## src/rtl/mono_video_stage.sv

```systemverilog
// mono_video_stage: two-stage RGB222 -> RGB888 pixel stage with mono tint, frame-locked palette and vsync watchdog
module mono_video_stage #(
   parameter int unsigned MAX_FRAME_CLKS = 2_000_000
) (
   input  logic       clk_sys,
   input  logic       reset,
   input  logic       ce_pix,
   input  logic [1:0] r_in,
   input  logic [1:0] g_in,
   input  logic [1:0] b_in,
   input  logic       hs_in,
   input  logic       vs_in,
   input  logic       hblank_in,
   input  logic       vblank_in,
   input  logic [1:0] disp_color,
   input  logic       mono_en,
   output logic [7:0] r_out,
   output logic [7:0] g_out,
   output logic [7:0] b_out,
   output logic       hs_out,
   output logic       vs_out,
   output logic       hblank_out,
   output logic       vblank_out,
   output logic       ce_pix_out,
   output logic       sync_lost
);
   localparam int CW = $clog2(MAX_FRAME_CLKS + 1);
   localparam logic [CW-1:0] CMAX = CW'(MAX_FRAME_CLKS);

   logic [1:0] r1_q, g1_q, b1_q, lum1_q, lum_d, rg_max;
   logic blank1_q, hs1_q, vs1_q, hb1_q, vb1_q;
   logic [7:0] r2_q, g2_q, b2_q, r2_d, g2_d, b2_d, cr, cg, cb;
   logic hs2_q, vs2_q, hb2_q, vb2_q, ce_q;
   logic vbp_q, vsp_q, vb_rise, kill;
   logic [1:0] pal_q, pal_d;
   logic mono_q, mono_d;
   logic [CW-1:0] cnt_q, cnt_d;

   // lum 0..3 scales C by 0, 1/3, 2/3, 1; the +FF bias makes lum 3 return C exactly
   function automatic logic [7:0] tint(input logic [7:0] c, input logic [1:0] l);
      logic [15:0] p;
      p = 16'(c) * 16'({4{l}}) + 16'd255;
      return p[15:8];
   endfunction

   always_comb begin
      rg_max = (r_in > g_in) ? r_in : g_in;
      lum_d = (rg_max > b_in) ? rg_max : b_in;
      vb_rise = ce_pix & vblank_in & ~vbp_q;
      pal_d = (reset | vb_rise) ? disp_color : pal_q;
      mono_d = (reset | vb_rise) ? mono_en : mono_q;
      cr = (pal_d == 2'd1) ? 8'h33 : 8'hFF;
      cg = (pal_d == 2'd2) ? 8'hB0 : 8'hFF;
      cb = (pal_d == 2'd1) ? 8'h33 : (pal_d == 2'd2) ? 8'h00 : 8'hFF;
      kill = blank1_q | sync_lost;
      r2_d = kill ? 8'h00 : mono_d ? tint(cr, lum1_q) : {4{r1_q}};
      g2_d = kill ? 8'h00 : mono_d ? tint(cg, lum1_q) : {4{g1_q}};
      b2_d = kill ? 8'h00 : mono_d ? tint(cb, lum1_q) : {4{b1_q}};
      cnt_d = (vs_in & ~vsp_q) ? '0 : (cnt_q == CMAX) ? cnt_q : cnt_q + 1'b1;
   end

   always_ff @(posedge clk_sys) begin
      pal_q <= pal_d;
      mono_q <= mono_d;
      if (reset) begin
         {r1_q, g1_q, b1_q, lum1_q} <= '0;
         {blank1_q, hs1_q, vs1_q, hb1_q, vb1_q} <= '0;
         {r2_q, g2_q, b2_q} <= '0;
         {hs2_q, vs2_q, hb2_q, vb2_q} <= '0;
         ce_q <= 1'b0;
         vbp_q <= 1'b0;
         vsp_q <= 1'b0;
         cnt_q <= '0;
      end else begin
         ce_q <= ce_pix;
         vsp_q <= vs_in;
         cnt_q <= cnt_d;
         if (ce_pix) begin
            r1_q <= r_in;
            g1_q <= g_in;
            b1_q <= b_in;
            lum1_q <= lum_d;
            blank1_q <= hblank_in | vblank_in;
            hs1_q <= hs_in;
            vs1_q <= vs_in;
            hb1_q <= hblank_in;
            vb1_q <= vblank_in;
            r2_q <= r2_d;
            g2_q <= g2_d;
            b2_q <= b2_d;
            hs2_q <= hs1_q;
            vs2_q <= vs1_q;
            hb2_q <= hb1_q;
            vb2_q <= vb1_q;
            vbp_q <= vblank_in;
         end
      end
   end

   assign r_out = r2_q;
   assign g_out = g2_q;
   assign b_out = b2_q;
   assign hs_out = hs2_q;
   assign vs_out = vs2_q;
   assign hblank_out = hb2_q;
   assign vblank_out = vb2_q;
   assign ce_pix_out = ce_q;
   assign sync_lost = (cnt_q == CMAX);
endmodule
```

## config.mk

```make
export PLATFORM = sky130hd
export DESIGN_NAME = mono_video_stage
export DESIGN_NICKNAME = d
export VERILOG_FILES = /design/src/rtl/mono_video_stage.sv
export SDC_FILE = /design/constraint.sdc
export NUM_CORES = 1
export LEC_CHECK = 0
export ABC_AREA = 1
export CAP_MARGIN = 20
export CORE_MARGIN = 1
export CORE_UTILIZATION = 55
export CTS_BUF_LIST = sky130_fd_sc_hd__clkbuf_8
export CTS_CLUSTER_DIAMETER = 50
export DETAILED_ROUTE_END_ITERATION = 10
export GPL_ROUTABILITY_DRIVEN = 0
export HOLD_SLACK_MARGIN = 0.03
export PLACE_DENSITY_LB_ADDON = 0.08
export SLEW_MARGIN = 15
export SYNTH_ARGS = -nofsm -noshare
export SYNTH_HDL_FRONTEND = slang
export SYNTH_SLANG_ARGS = --single-unit
```

## constraint.sdc

```tcl
create_clock -name clk_sys -period 6.8 [get_ports clk_sys]
set_input_delay 1.36 -clock clk_sys [delete_from_list [all_inputs] [get_ports clk_sys]]
set_output_delay 1.36 -clock clk_sys [all_outputs]
set_load 0.01 [all_outputs]
```

==> results of run 1 <==
[cells in the mapped netlist, types with 2 or more instances]
| library cell | instances |
|---|---|
| nor3_1 | 10 |
| o21a_1 | 3 |
| nand3b_1 | 2 |
| fa_1 | 54 |
| nand2_1 | 210 |
| ha_1 | 104 |
| nand4_1 | 16 |
| a21o_1 | 6 |
| o21bai_1 | 6 |
| clkbuf_1 | 8 |
| buf_1 | 2 |
| inv_1 | 186 |
| dfxtp_1 | 66 |
| nor2_1 | 60 |
| xnor2_1 | 15 |
| buf_2 | 4 |
| o21ai_1 | 2 |
| o21ai_0 | 33 |
| xor2_1 | 16 |
| or2_2 | 7 |
| a21oi_1 | 81 |
| nor2_2 | 12 |
| nand3_1 | 49 |
| buf_4 | 2 |
[layout make-up]
class,instances,area [sq um],share of cell area
flip-flops and latches,66,1321,0.1649
inverters,188,705.7,0.08810
clock inverters,6,81.33,0.01015
multi-input cells,696,4986,0.6225
repair buffers,60,563.0,0.07029
well taps,172,215.2,0.02687
clock buffers,10,137.6,0.01718
[power by group]
part / internal (uW) / total [uW] / leakage [uW] / switching, uW
Combinational: 585 / 1450 / 0.00341 / 863
Clock: 214 / 362 / 0.000113 / 148
Sequential: 413 / 427 / 0.000541 / 14.3
Total: 1210 / 2240 / 0.00407 / 1030
[state kept, by name, indices dropped and copies added (netlist names), 2 cells and up]
signal and count:
cnt_q 21, g_out 8, r_out 8, b_out 7, b1_q 2, g1_q 2, lum1_q 2, pal_q 2
r1_q 2
[through the flow]
step / hold slack, ps / instance area (sq um) / utilization
global route: 486.1 / 8010 / 0.6373
floorplan: 441.5 / 7082 / -
finish: 464.3 / 8010 / 0.6373
detailed placement: 456.0 / 7776 / 0.6187
CTS: 466.6 / 7995 / 0.6361
global placement: 453.1 / 7776 / 0.6187
[critical path, stage by stage]
cell and delay, ps:
clkdlybuf4s50_1 490, nand2_2 90, o21ai_4 230, nand2_1 70
o21ai_0 140, inv_1 80, ha_1 320, nor2_2 230
inv_1 190, fa_2 640, fa_1 470, fa_1 520
fa_1 550, inv_1 40, ha_1 340, nand2_1 150
nor2_1 50, a21oi_1 170, nand2_1 70, nand2_1 50
nand3_1 60, nand2_1 90, a21oi_1 50
[worst min path at each step]
stage | endpoint | slack (ps) | cells past startpoint
floorplan | hb1_q$_SDFFE_PP0P_ | 440 | 2
detailed placement | r_out[7]$_SDFFE_PP0P_ | 460 | 2
finish | b_out[0]$_SDFFE_PP0P_ | 460 | 2
global route | g_out[0]$_SDFFE_PP0P_ | 490 | 2
CTS | r_out[7]$_SDFFE_PP0P_ | 470 | 2
global placement | b_out[0]$_SDFFE_PP0P_ | 450 | 2
[per-layer routing]
layer	routed length [microns]	track usage
met3	534	0.04550
met4	225	0.05541
met2	7453	0.4519
met1	6931	0.3113
met5	0	0
[what timing repair did]
action                     CTS  global route
setup endpoints to repair    0             1
gates resized for setup      0             2
hold endpoints to repair     0             0
[kinds of logic after synthesis]
logic type                 after synthesis
AOI/OAI and AO/OA                      134
xor gates and xnor gates                31
adders and majority gates              158
buffers and inverters                  205
DFF                                     66
other                                    1
and+or+nand+nor                        372
==> reports/qor.yml, run 1 <==
hpwl_mm: 12.33
tns_ps: 0
path_clk_slew_ps: 70
maxCapViolCount: 0
ys_top_cells_by_area: "dfxtp_1, ha_1, fa_1"
fmax_mhz: 160.1
clockBufferDepth: 2
hold_violations: 0
synth-simple-area-share: 0.2244
core-area_sq_um: 12570
fin_crit_ps: 6246
first_global_vias: 5952
clock-sinks: 66
final.period_utilization: 0.9185
r2r_slack_ps: 1770
grt_first_pass_wirelength_mm: 26.55
num_vias: 6018
wire_per_inst_microns: 12.64
setup_slack_ps: 554.4
port_buffers: 45
final-max-slew-violation-count: 0
antenna_found_initial: 0
cp_max_fo: 6
ys.flop_type: "dfxtp_1"
die_x_microns: 115.5
ant_nets: 0
synth_top_family_by_area: "adder cells"
rsz0062_at_grt: "no"
yosysTopAreaCell: "dfxtp_1"
final_cell_mix: "nand2_1, inv_1, ha_1"
crit_path_end_kind: "flip-flop"
arrival_ps: 6480
row_count: 41
synth_top_area_share: 0.1866
clockRootBuffer: "clkbuf_8"
p_leak_uw: 0.004068
syn_area_sq_um: 7082
dp_cells: 1182
grt-ovfl-total: 0
pre_cts_ws_ps: 158.4
relSlewSlack: 0.5003
crit_path_end: "b_out[4]$_SDFFE_PP0P_"
syn-num-nets: 1141
numCtsBuffers: 9
async_flop_share: 0
dr.pass1.iters: 5
cts-hold-fix-buffers: 0
die_area_sq_um: 13330
tightest_slew_ps: 746.8
fin_skew_ps: 6.273
ys_seq_area_frac: 0.1866
num-fill-cells: 1195
htree_num_levels: 3
layout.cells.non_filler: 1198
cts_tree: "built"
drt_iter0_drc: 296
status: "complete, no violations"
synth-seq-cells: 66
die_h_microns: 115.5
cts_setup_buffers: 0
viasPerCell: 5.023
ir_worst_vdd_v: 0.0002341
syn_to_final_growth_pct: 13.11
p_total_uw: 2237
synth_mux_area_frac: 0
fin_nets: 1195
routed_wl_mm: 15.15
drive_above_1_share: 0.05458
powerDensity_nw_per_um2: 279.3
setup.worst_path.start: "ce_pix"
n_antenna_cell: 0
start_kind: "input pin"
syn_area_per_cell_sq_um: 7.323
r2r_end: "b_out[4]$_SDFFE_PP0P_"
timing.rr.start: "vbp_q$_SDFFE_PP0P_"
start_util: 0.5635
hp-class: "flip-flop to flip-flop"
track_usage: 0.2510
synthesis.instances: 967
boundaryPins: 46
reg2reg_depth: 21
layout_commonest_cell: "nand2_1"
synth-edff-count: 0
grt_max_degree: 36
yosys_warnings: 0
synth_compound_gate_area_share: 0.1023
synthAdderAreaFrac: 0.3364
synth-xor-area-share: 0.03834
ys_types: 37
drc: 0
required_ps: 7030
hp-start: "b_out[0]$_SDFFE_PP0P_"
setup_violations: 0
path_class: "input pin to flip-flop"
clk_latency_ps: 350
Power figures use the tool's default switching activity.
==> inputs of run 2 (changes only) <==
--- a/config.mk
+++ b/config.mk
@@ -12,9 +12,10 @@
 export CTS_BUF_LIST = sky130_fd_sc_hd__clkbuf_8
 export CTS_CLUSTER_DIAMETER = 50
 export DETAILED_ROUTE_END_ITERATION = 10
+export DONT_BUFFER_PORTS = 1
 export GPL_ROUTABILITY_DRIVEN = 0
 export HOLD_SLACK_MARGIN = 0.03
-export PLACE_DENSITY_LB_ADDON = 0.08
+export PLACE_DENSITY = 0.81
 export SLEW_MARGIN = 15
 export SYNTH_ARGS = -nofsm -noshare
 export SYNTH_HDL_FRONTEND = slang
==> run 2 against run 1 <==
Net effect:
- sequential share of layout area increased by 1.1 points
- die area is the same
- combinational power is 3% lower
- first-iteration DRC count grew 47%
- core utilization decreased by 4.1 points
- total power shrank 3.3%
- critical path depth grew 2
- via count shrank 0.70%
- final cell count down 4.2%
- register-to-register slack got worse by 170 ps
- routed wire length down 0.28%
- flip-flop and latch count unchanged
- critical endpoint is now g_out[1]$_SDFFE_PP0P_
==> reports/qor.yml, run 2 (synthesized netlist as in run 1, its figures left out) <==
status: "complete, no violations"
drt_iter0_drc: 434  # +47%
path_clk_slew_ps: 70  # about the same
start_kind: "input pin"
critPathMostFrequentCell: "nand2_1"
worst_path_dominant_cell_family: "adder cells"
hpwl_mm: 12.30  # -0.24%
track_usage: 0.2427  # -0.008281
path_class: "input pin to flip-flop"
boundaryPins: 46  # unchanged
num-fill-cells: 1132  # -5.3%
cts_resized: 0  # unchanged
comb_power_share: 0.647  # about the same
die_h_microns: 115.5  # unchanged
cts_setup_buffers: 0  # unchanged
n_antenna_cell: 0  # unchanged
ir_worst_vdd_v: 0.0002967  # +27%
path_buf_inv: 5  # +1
layout_commonest_cell: "nand2_1"
wire_per_inst_microns: 13.16  # +4.1%
cts-hold-fix-buffers: 0  # unchanged
drc: 0  # unchanged
num_vias: 5976  # -0.70%
final_cell_mix: "nand2_1, inv_1, ha_1"
setup_violations: 0  # unchanged
regMostFlops: "cnt_q"
hold_ws_ps: 457.7  # -6.580 ps
relSlewSlack: 0.4864  # -0.01387
crit_path_end_kind: "flip-flop"
fin_skew_ps: 6.615  # +0.3419 ps
largest_reg_flops: 21  # unchanged
core-area_sq_um: 12570  # unchanged
clockBufferDepth: 2  # unchanged
switchingPower_uw: 1020  # -0.53%
grt_max_degree: 36  # unchanged
required_ps: 7070  # +40 ps
clockRootBuffer: "clkbuf_8"
start_util: 0.5635  # unchanged
syn_to_final_growth_pct: 5.813
clock_power_share: 0.150  # -0.012
die_area_sq_um: 13330  # unchanged
cts_tree: "built"
slowest_stage: "fa_1"
p_int_uw: 1144  # -5.6%
final-max-slew-violation-count: 0  # unchanged
clock-sinks: 66  # unchanged
cp_max_fo: 9  # +3
arrival_ps: 6170  # -310 ps
p_leak_uw: 0.003879  # -4.6%
dr.pass1.iters: 5  # unchanged
fmax_mhz: 169.6  # +5.9%
port_buffers: 0  # -100%
swShare: 0.4712  # +0.01295
maxCapViolCount: 0  # unchanged
htree_num_levels: 3  # unchanged
viasPerCell: 5.206  # +3.6%
clk_latency_ps: 340  # about the same
power_frac_seq: 0.203  # +0.012
powerDensity_nw_per_um2: 288.8  # +3.4%
first_global_vias: 5845  # -1.8%
final.period_utilization: 0.8672  # -0.05125
die_x_microns: 115.5  # unchanged
tightest_slew_ps: 767.5  # +20.73 ps
numCtsBuffers: 9  # unchanged
crit_path_max_incr_delay_ps: 530  # -110 ps
fin_crit_ps: 5897  # -348.5 ps
hp-class: "flip-flop to flip-flop"
ant_nets: 0  # unchanged
grt-ovfl-total: 0  # unchanged
row_count: 41  # unchanged
routed_wl_mm: 15.10  # -0.28%
hold_violations: 0  # unchanged
tns_ps: 0  # unchanged
drive_above_1_share: 0.04918  # -0.005401
antenna_found_initial: 0  # unchanged
grt_first_pass_wirelength_mm: 25.96  # -2.2%
rsz0062_at_grt: "no"
fin_nets: 1145  # -4.2%
run 2: final cells by class:
class                   count  area (sq um)  area share
flip-flops and latches     66          1321      0.1763
clock buffers              11         151.4     0.02020
repair buffers             10         75.07     0.01002
clock inverters             5         46.29    0.006178
inverters                 188         705.7     0.09417
well taps                 172         215.2     0.02872
multi-input cells         696          4979      0.6644
run 2: power groups by stage:
stage / Sequential (uW) / Clock [uW] / Combinational [uW]
floorplan: 445 / 0 / 1110
global placement: 448 / 0 / 1350
detailed placement: 448 / 0 / 1390
CTS: 440 / 331 / 1400
global route: 443 / 349 / 1630
finish: 439 / 325 / 1400
run 2: metal layers:
metal,up-vias,global-route usage,wire length [microns]
li1,3044,-,-
met1,2796,0.2961,6754
met2,111,0.4375,7522
met3,25,0.04446,599
met4,0,0.06494,227
met5,-,0,0
run 2: path summary, 6_finish.rpt:
path	cells after the start	from	slack [ps]	end
setup reg to reg	23	vbp_q$_SDFFE_PP0P_	1600	g_out[1]$_SDFFE_PP0P_
hold reg to reg	2	hb1_q$_SDFFE_PP0P_	460	hb1_q$_SDFFE_PP0P_
hold / removal	2	hb1_q$_SDFFE_PP0P_	460	hb1_q$_SDFFE_PP0P_
setup / recovery	25	vblank_in	900	g_out[1]$_SDFFE_PP0P_
run 2: per-stage QoR:
stage | power (uW) | instance area [sq um] | worst slack, ps | instances | util
after floorplan | 1556 | 7082 | 565.6 | 967 | -
after global placement | 1801 | 7288 | 701.5 | 1132 | 0.5799
after detailed placement | 1842 | 7288 | 595.6 | 1132 | 0.5799
after CTS | 2175 | 7486 | 956.1 | 1148 | 0.5956
after global routing | 2426 | 7493 | 520.0 | 1148 | 0.5962
final | 2164 | 7493 | 903.0 | 1148 | 0.5962
run 2: worst register-to-register path, cell delays in order (launching register included):
cell	delay (ps)
dfxtp_1	420
o21ai_4	110
o21ai_0	300
inv_1	80
ha_1	290
nor2_2	420
buf_4	240
fa_1	490
fa_1	500
or2_2	330
nand2_1	70
inv_1	60
fa_1	530
inv_1	40
ha_1	300
nand2_1	70
inv_1	100
nand2_1	60
a21oi_1	120
nor2_1	60
or2_2	270
nand3_1	70
nand2_1	60
a21oi_1	130
